**config.mk**
```make
export PLATFORM = sky130hd
export DESIGN_NAME = urisc_mem_arbiter
export DESIGN_NICKNAME = d
export VERILOG_FILES = /design/src/rtl/urisc_pkg.sv /design/src/rtl/urisc_rr_pick.sv /design/src/rtl/urisc_mem_arbiter.sv
export SDC_FILE = /design/constraint.sdc
export NUM_CORES = 1
export LEC_CHECK = 0
export BUFFER_PORTS_ARGS = -buffer_cell sky130_fd_sc_hd__buf_4
export CORE_UTILIZATION = 45
export DETAILED_ROUTE_END_ITERATION = 6
export PLACE_DENSITY_LB_ADDON = 0.15
export REMOVE_ABC_BUFFERS = 1
export SYNTH_ARGS = -nofsm -noshare
export SYNTH_HDL_FRONTEND = slang
export SYNTH_SLANG_ARGS = --single-unit
```
**constraint.sdc**
```tcl
create_clock -name clk -period 3.55 [get_ports clk]
set_input_delay 0.1775 -clock clk [delete_from_list [all_inputs] [get_ports clk]]
set_output_delay 0.1775 -clock clk [all_outputs]
set_load 0.005 [all_outputs]
```
**src/rtl/urisc_pkg.sv**
```systemverilog
// Shared types and default widths for the SUBLEQ processor, its datapath and
// the RAM arbiter.
package urisc_pkg;

  localparam int URISC_ADDR_W = 8;
  localparam int URISC_DATA_W = 16;

  typedef enum logic [1:0] {
    IDLE  = 2'd0,
    ISSUE = 2'd1,
    RESP  = 2'd2
  } state_e;

  typedef enum logic {
    OWN_CPU = 1'b0,
    OWN_DBG = 1'b1
  } owner_e;

endpackage

```
**src/rtl/urisc_rr_pick.sv**
```systemverilog
// Two-way round-robin picker for CPU / debug port; lock forces the CPU side.
module urisc_rr_pick
  import urisc_pkg::*;
(
  input  logic [1:0] reqs_i,        // [0]=CPU, [1]=debug
  input  logic       last_owner_i,
  input  logic       lock_i,
  output logic       grant_valid_o,
  output logic       grant_owner_o
);

  always_comb begin
    grant_valid_o = 1'b0;
    grant_owner_o = OWN_CPU;
    if (reqs_i[0] && (lock_i || !reqs_i[1] || (last_owner_i == OWN_DBG))) begin
      grant_valid_o = 1'b1;
      grant_owner_o = OWN_CPU;
    end else if (reqs_i[1] && !lock_i) begin
      grant_valid_o = 1'b1;
      grant_owner_o = OWN_DBG;
    end
  end

endmodule

```
**src/rtl/urisc_mem_arbiter.sv**
```systemverilog
// Shares the single-port SUBLEQ RAM between the CPU control FSM and the
// debug/loader port: IDLE -> ISSUE -> RESP, round-robin, optional CPU lock.
module urisc_mem_arbiter
  import urisc_pkg::*;
#(
  parameter int ADDR_W = URISC_ADDR_W,
  parameter int DATA_W = URISC_DATA_W
) (
  input  logic              clk,
  input  logic              reset,
  input  logic              cpu_req,
  input  logic              cpu_we,
  input  logic              cpu_lock,
  input  logic [ADDR_W-1:0] cpu_addr,
  input  logic [DATA_W-1:0] cpu_wdata,
  output logic              cpu_ack,
  output logic [DATA_W-1:0] cpu_rdata,
  input  logic              dbg_req,
  input  logic              dbg_we,
  input  logic [ADDR_W-1:0] dbg_addr,
  input  logic [DATA_W-1:0] dbg_wdata,
  output logic              dbg_ack,
  output logic [DATA_W-1:0] dbg_rdata,
  output logic [ADDR_W-1:0] ram_addr,
  output logic              ram_we,
  output logic [DATA_W-1:0] ram_wdata,
  input  logic [DATA_W-1:0] ram_rdata,
  output logic              busy
);

  state_e            state_q, state_d;
  owner_e            owner_q, owner_d;   // last owner == owner of in-flight txn
  logic              lock_hold_q, lock_hold_d;
  logic              we_q, we_d;
  logic              ram_we_q, ram_we_d;
  logic [ADDR_W-1:0] ram_addr_q, ram_addr_d;
  logic [DATA_W-1:0] ram_wdata_q, ram_wdata_d;
  logic [DATA_W-1:0] cpu_rdata_q, cpu_rdata_d;
  logic [DATA_W-1:0] dbg_rdata_q, dbg_rdata_d;

  logic       in_resp;
  logic       arb_en;
  logic [1:0] reqs;
  logic       pick_lock;
  logic       grant_valid;
  logic       grant_owner;

  assign in_resp = (state_q == RESP);
  assign arb_en  = (state_q == IDLE) || in_resp;

  // The owner being acked still holds req high; that is not a new request yet.
  assign reqs[0]   = cpu_req && !(in_resp && (owner_q == OWN_CPU));
  assign reqs[1]   = dbg_req && !(in_resp && (owner_q == OWN_DBG));
  assign pick_lock = cpu_lock && (lock_hold_q || reqs[0]);

  urisc_rr_pick u_pick (
    .reqs_i        (reqs),
    .last_owner_i  (owner_q),
    .lock_i        (pick_lock),
    .grant_valid_o (grant_valid),
    .grant_owner_o (grant_owner)
  );

  always_comb begin
    state_d     = state_q;
    owner_d     = owner_q;
    lock_hold_d = lock_hold_q;
    we_d        = we_q;
    ram_we_d    = 1'b0;
    ram_addr_d  = ram_addr_q;
    ram_wdata_d = ram_wdata_q;
    cpu_rdata_d = cpu_rdata_q;
    dbg_rdata_d = dbg_rdata_q;

    case (state_q)
      ISSUE:   state_d = RESP;
      default: state_d = IDLE;
    endcase

    if (in_resp && !we_q) begin
      if (owner_q == OWN_CPU) cpu_rdata_d = ram_rdata;
      else                    dbg_rdata_d = ram_rdata;
    end

    if (arb_en) begin
      if (!cpu_lock) lock_hold_d = 1'b0;
      if (grant_valid) begin
        state_d = ISSUE;
        if (grant_owner == OWN_CPU) begin
          owner_d     = OWN_CPU;
          we_d        = cpu_we;
          ram_we_d    = cpu_we;
          ram_addr_d  = cpu_addr;
          ram_wdata_d = cpu_wdata;
          if (cpu_lock) lock_hold_d = 1'b1;
        end else begin
          owner_d     = OWN_DBG;
          we_d        = dbg_we;
          ram_we_d    = dbg_we;
          ram_addr_d  = dbg_addr;
          ram_wdata_d = dbg_wdata;
        end
      end
    end
  end

  always_ff @(posedge clk) begin
    if (!reset) begin
      state_q     <= IDLE;
      owner_q     <= OWN_DBG;
      lock_hold_q <= 1'b0;
      we_q        <= 1'b0;
      ram_we_q    <= 1'b0;
      ram_addr_q  <= '0;
      ram_wdata_q <= '0;
      cpu_rdata_q <= '0;
      dbg_rdata_q <= '0;
    end else begin
      state_q     <= state_d;
      owner_q     <= owner_d;
      lock_hold_q <= lock_hold_d;
      we_q        <= we_d;
      ram_we_q    <= ram_we_d;
      ram_addr_q  <= ram_addr_d;
      ram_wdata_q <= ram_wdata_d;
      cpu_rdata_q <= cpu_rdata_d;
      dbg_rdata_q <= dbg_rdata_d;
    end
  end

  // A reset arriving mid-ISSUE must not let the dropped write reach the RAM.
  assign ram_we    = ram_we_q && reset;
  assign ram_addr  = ram_addr_q;
  assign ram_wdata = ram_wdata_q;
  assign busy      = (state_q != IDLE);
  assign cpu_ack   = in_resp && (owner_q == OWN_CPU);
  assign dbg_ack   = in_resp && (owner_q == OWN_DBG);
  assign cpu_rdata = (cpu_ack && !we_q) ? ram_rdata : cpu_rdata_q;
  assign dbg_rdata = (dbg_ack && !we_q) ? ram_rdata : dbg_rdata_q;

endmodule
```
==> summary.txt <==
Global route
  • Largest net degree at the start of global routing: 37
  • Vias in the first global route: 2397
  • Grt total ovfl: 0
  • Antenna violations before repair: 0
  • First-pass GRT wire length: 11.4 mm
  • GRT Util Overall: 22.5%

Timing
  • Final Slew Violations: 0
  • Final period util: 73.5%
  • Setup violations, final: 0
  • Minimum clock period: 2.61 ns
  • RSZ-0062 raised after global routing: false
  • Worst Skew: 0.00630 ns
  • Slew @ Worst Pin: 1.07 ns
  • Fin Hold WS: 0.132 ns
  • Final Hold Viols: 0
  • Slew margin rel.: 28.8%
  • Worst setup margin: 0.941 ns
  • Fmax: 383 MHz
  • Setup TNS: 0 ns

Clocking
  • Max Root-Sink Buffers: 2
  • Setup bufs post-CTS: 0
  • Clk_lat worst skew: 0.33 ns
  • Gates resized, CTS repair: 0
  • Clk pin slew, worst setup/hold paths: 0.07 ns
  • CTS buffer count: 9
  • CTS tree: built
  • CTS Hold Bufs: 0
  • Root Driver: clkbuf_8
  • Sink Count: 62
  • Htree depth: 3

Logic synthesis
  • Number of enable flip-flop cells after synthesis: 0
  • Number of synthesis warnings: 0
  • Predominant post-synthesis flop cell: dfxtp_1
  • Share of the synthesized area in the top cell type: 42.9%
  • Synth cell types: 37
  • Post-synth ARST share: 0%
  • Most frequent cell after synthesis: dfxtp_1
  • Avg Inst Size Synth: 10.2 um^2
  • Post-synthesis sequential area ratio: 42.9%
  • Synth cell count leaders: dfxtp_1 (62), and2_1 (33), a21oi_1 (26)
  • Syn Std Cell Area: 2890 um^2
  • Top post-synthesis cells by area: dfxtp_1 (43%), mux2_4 (10%), a311oi_1 (7.6%), and2_1 (7.1%), mux2_2 (4.7%)
  • Post-Syn Instances: 283
  • Synth area leader: dfxtp_1
  • Synthesis-stage register bit count: 62

Place
  • RePlAce Congestion: 0.748
  • HPWL Detailed: 4.87 mm
  • Pre-CTS setup slack: 1.27 ns
  • IO buf count: 130

Worst setup path
  • CP required: 3.37 ns
  • Flop2flop setup slack: 1.33 ns
  • CP peak stage delay: 0.83 ns
  • Crit path buf inv count: 1
  • Critical-path top delay cell: nor3_4
  • CP endpoint kind: output port
  • Critical path class: flop to output port
  • Crit Path Max Fanout: 16
  • Cell family with most CP delay: simple AND/OR/NAND/NOR gates
  • Worst path cell trace: nand2b_1 -> nor3_4 -> mux2_2 -> buf_4
  • CP Launch Type: flop
  • Worst EP arrival: 2.43 ns

Run status
  • Status: completed

Floorplanning
  • Initial Util: 47.7%
  • Die width: 82.2 um
  • Die height: 82.2 um
  • Core ar.: 6060 um^2
  • Rows: 28
  • Die area: 6750 um^2
  • Ports: 131

Min path
  • Hold Path Class: primary input to flop

Pwr
  • Clock power share: 36.0%
  • Final Power: 1.77 mW
  • Static leakage: 1.76 nW
  • Sw Ratio: 27.0%
  • Sw Pwr: 0.480 mW
  • Sequential power share: 43.7%
  • Worst VDD drop: 0.272 mV
  • Logic pwr share: 20.3%
  • PD cells: 443 nW/um^2
  • Pint: 1.29 mW

Route
  • Total Wirelength: 7.33 mm
  • Drt first pass iters: 4
  • WL per Instance: 15.3 um
  • Vias: 2575
  • Antenna-violating nets left: 0
  • Vias per inst: 5.36
  • DR iter-0 viols: 91
  • DRC viols: 0

Cells and area
  • Share of cells above drive strength 1: 47.7%
  • Util after Layout: 66.1%
  • Area growth from synthesis to layout: 38.5%
  • Net count reported at finish: 471
  • Antenna diodes: 0

Job
  • Maxcap violations: 0
==> area by class of cell <==
type	instances	area (um^2)
inverter	2	7.51
sequential	62	1240
clock buffer	11	151
fill	517	2060
multi-input combinational	194	1470
timing repair buffer	131	983
tap	75	93.8
clock inverter	5	57.6
==> through the flow <==
stage	cell area [um^2]	instances
finish	4000	480
global placement	3790	464
detailed placement	3790	464
floorplan	2720	258
CTS	4000	480
global route	4000	480
==> path summary, 6_finish.rpt <==
path                                    start        endpoint  cells after the start
worst min-delay path              dbg_addr[7]     ram_addr[7]                      3
worst min register to register  ram_wdata[15]   ram_wdata[15]                      2
worst max register to register     state_q[1]  cpu_rdata_q[0]                      4
worst max-delay path               state_q[1]    cpu_rdata[3]                      4
==> kinds of logic (layout without fill, tap and decap cells) <==
logic type / after synthesis / count (layout) / share of synthesized area (%)
and+or+nand+nor: 73 / 73 / 15.1
buffers and inverters: 27 / 149 / 6.27
AOI/OAI and AO/OA: 89 / 89 / 20.7
muxes: 32 / 32 / 15.1
DFF: 62 / 62 / 42.9
==> state kept, by name, indices dropped and copies added, names as in the netlist <==
name	cells
state_q	2
we_q	1
ram_we_q	1
cpu_rdata_q	16
dbg_rdata_q	16
owner_q	1
ram_wdata	16
ram_addr	8
lock_hold_q	1
==> power by group through the flow <==
stage	logic, mW	registers (mW)	clock network, mW
2_1_floorplan	0.168	0.790	0
3_3_place_gp	0.359	0.788	0
3_5_place_dp	0.363	0.790	0
4_1_cts	0.363	0.775	0.653
5_1_grt	0.394	0.781	0.691
6_report	0.360	0.775	0.639
==> cells in the final DEF (no fill, tap or decap), types with 2 or more instances in the layout <==
master / n
clkinvlp_4: 3
a31o_2: 2
mux2_4: 20
buf_4: 131
a311oi_1: 25
nand3_1: 25
a21oi_1: 26
dfxtp_1: 62
mux2_2: 12
nor2b_1: 2
o21ai_1: 3
nand2_1: 3
nor2_1: 2
and2_1: 33
nor3_4: 2
clkbuf_8: 11
o21ai_0: 23
==> layer usage <==
metal / share of wire [%] / global-route usage [%] / up-vias / routed length, um
li1: - / - / 1271 / -
met1: 43 / 26.2 / 1197 / 3130
met2: 49 / 38.8 / 102 / 3560
met3: 7.7 / 6.37 / 5 / 561
met4: 0.89 / 8.95 / 0 / 65
met5: 0 / 0 / - / 0
==> tightest hold or removal path, stage by stage <==
cell and delay, ns:
buf_4 0.11, nand3_1 0.05, a311oi_1 0.08
(Power assumes the default switching activity.)
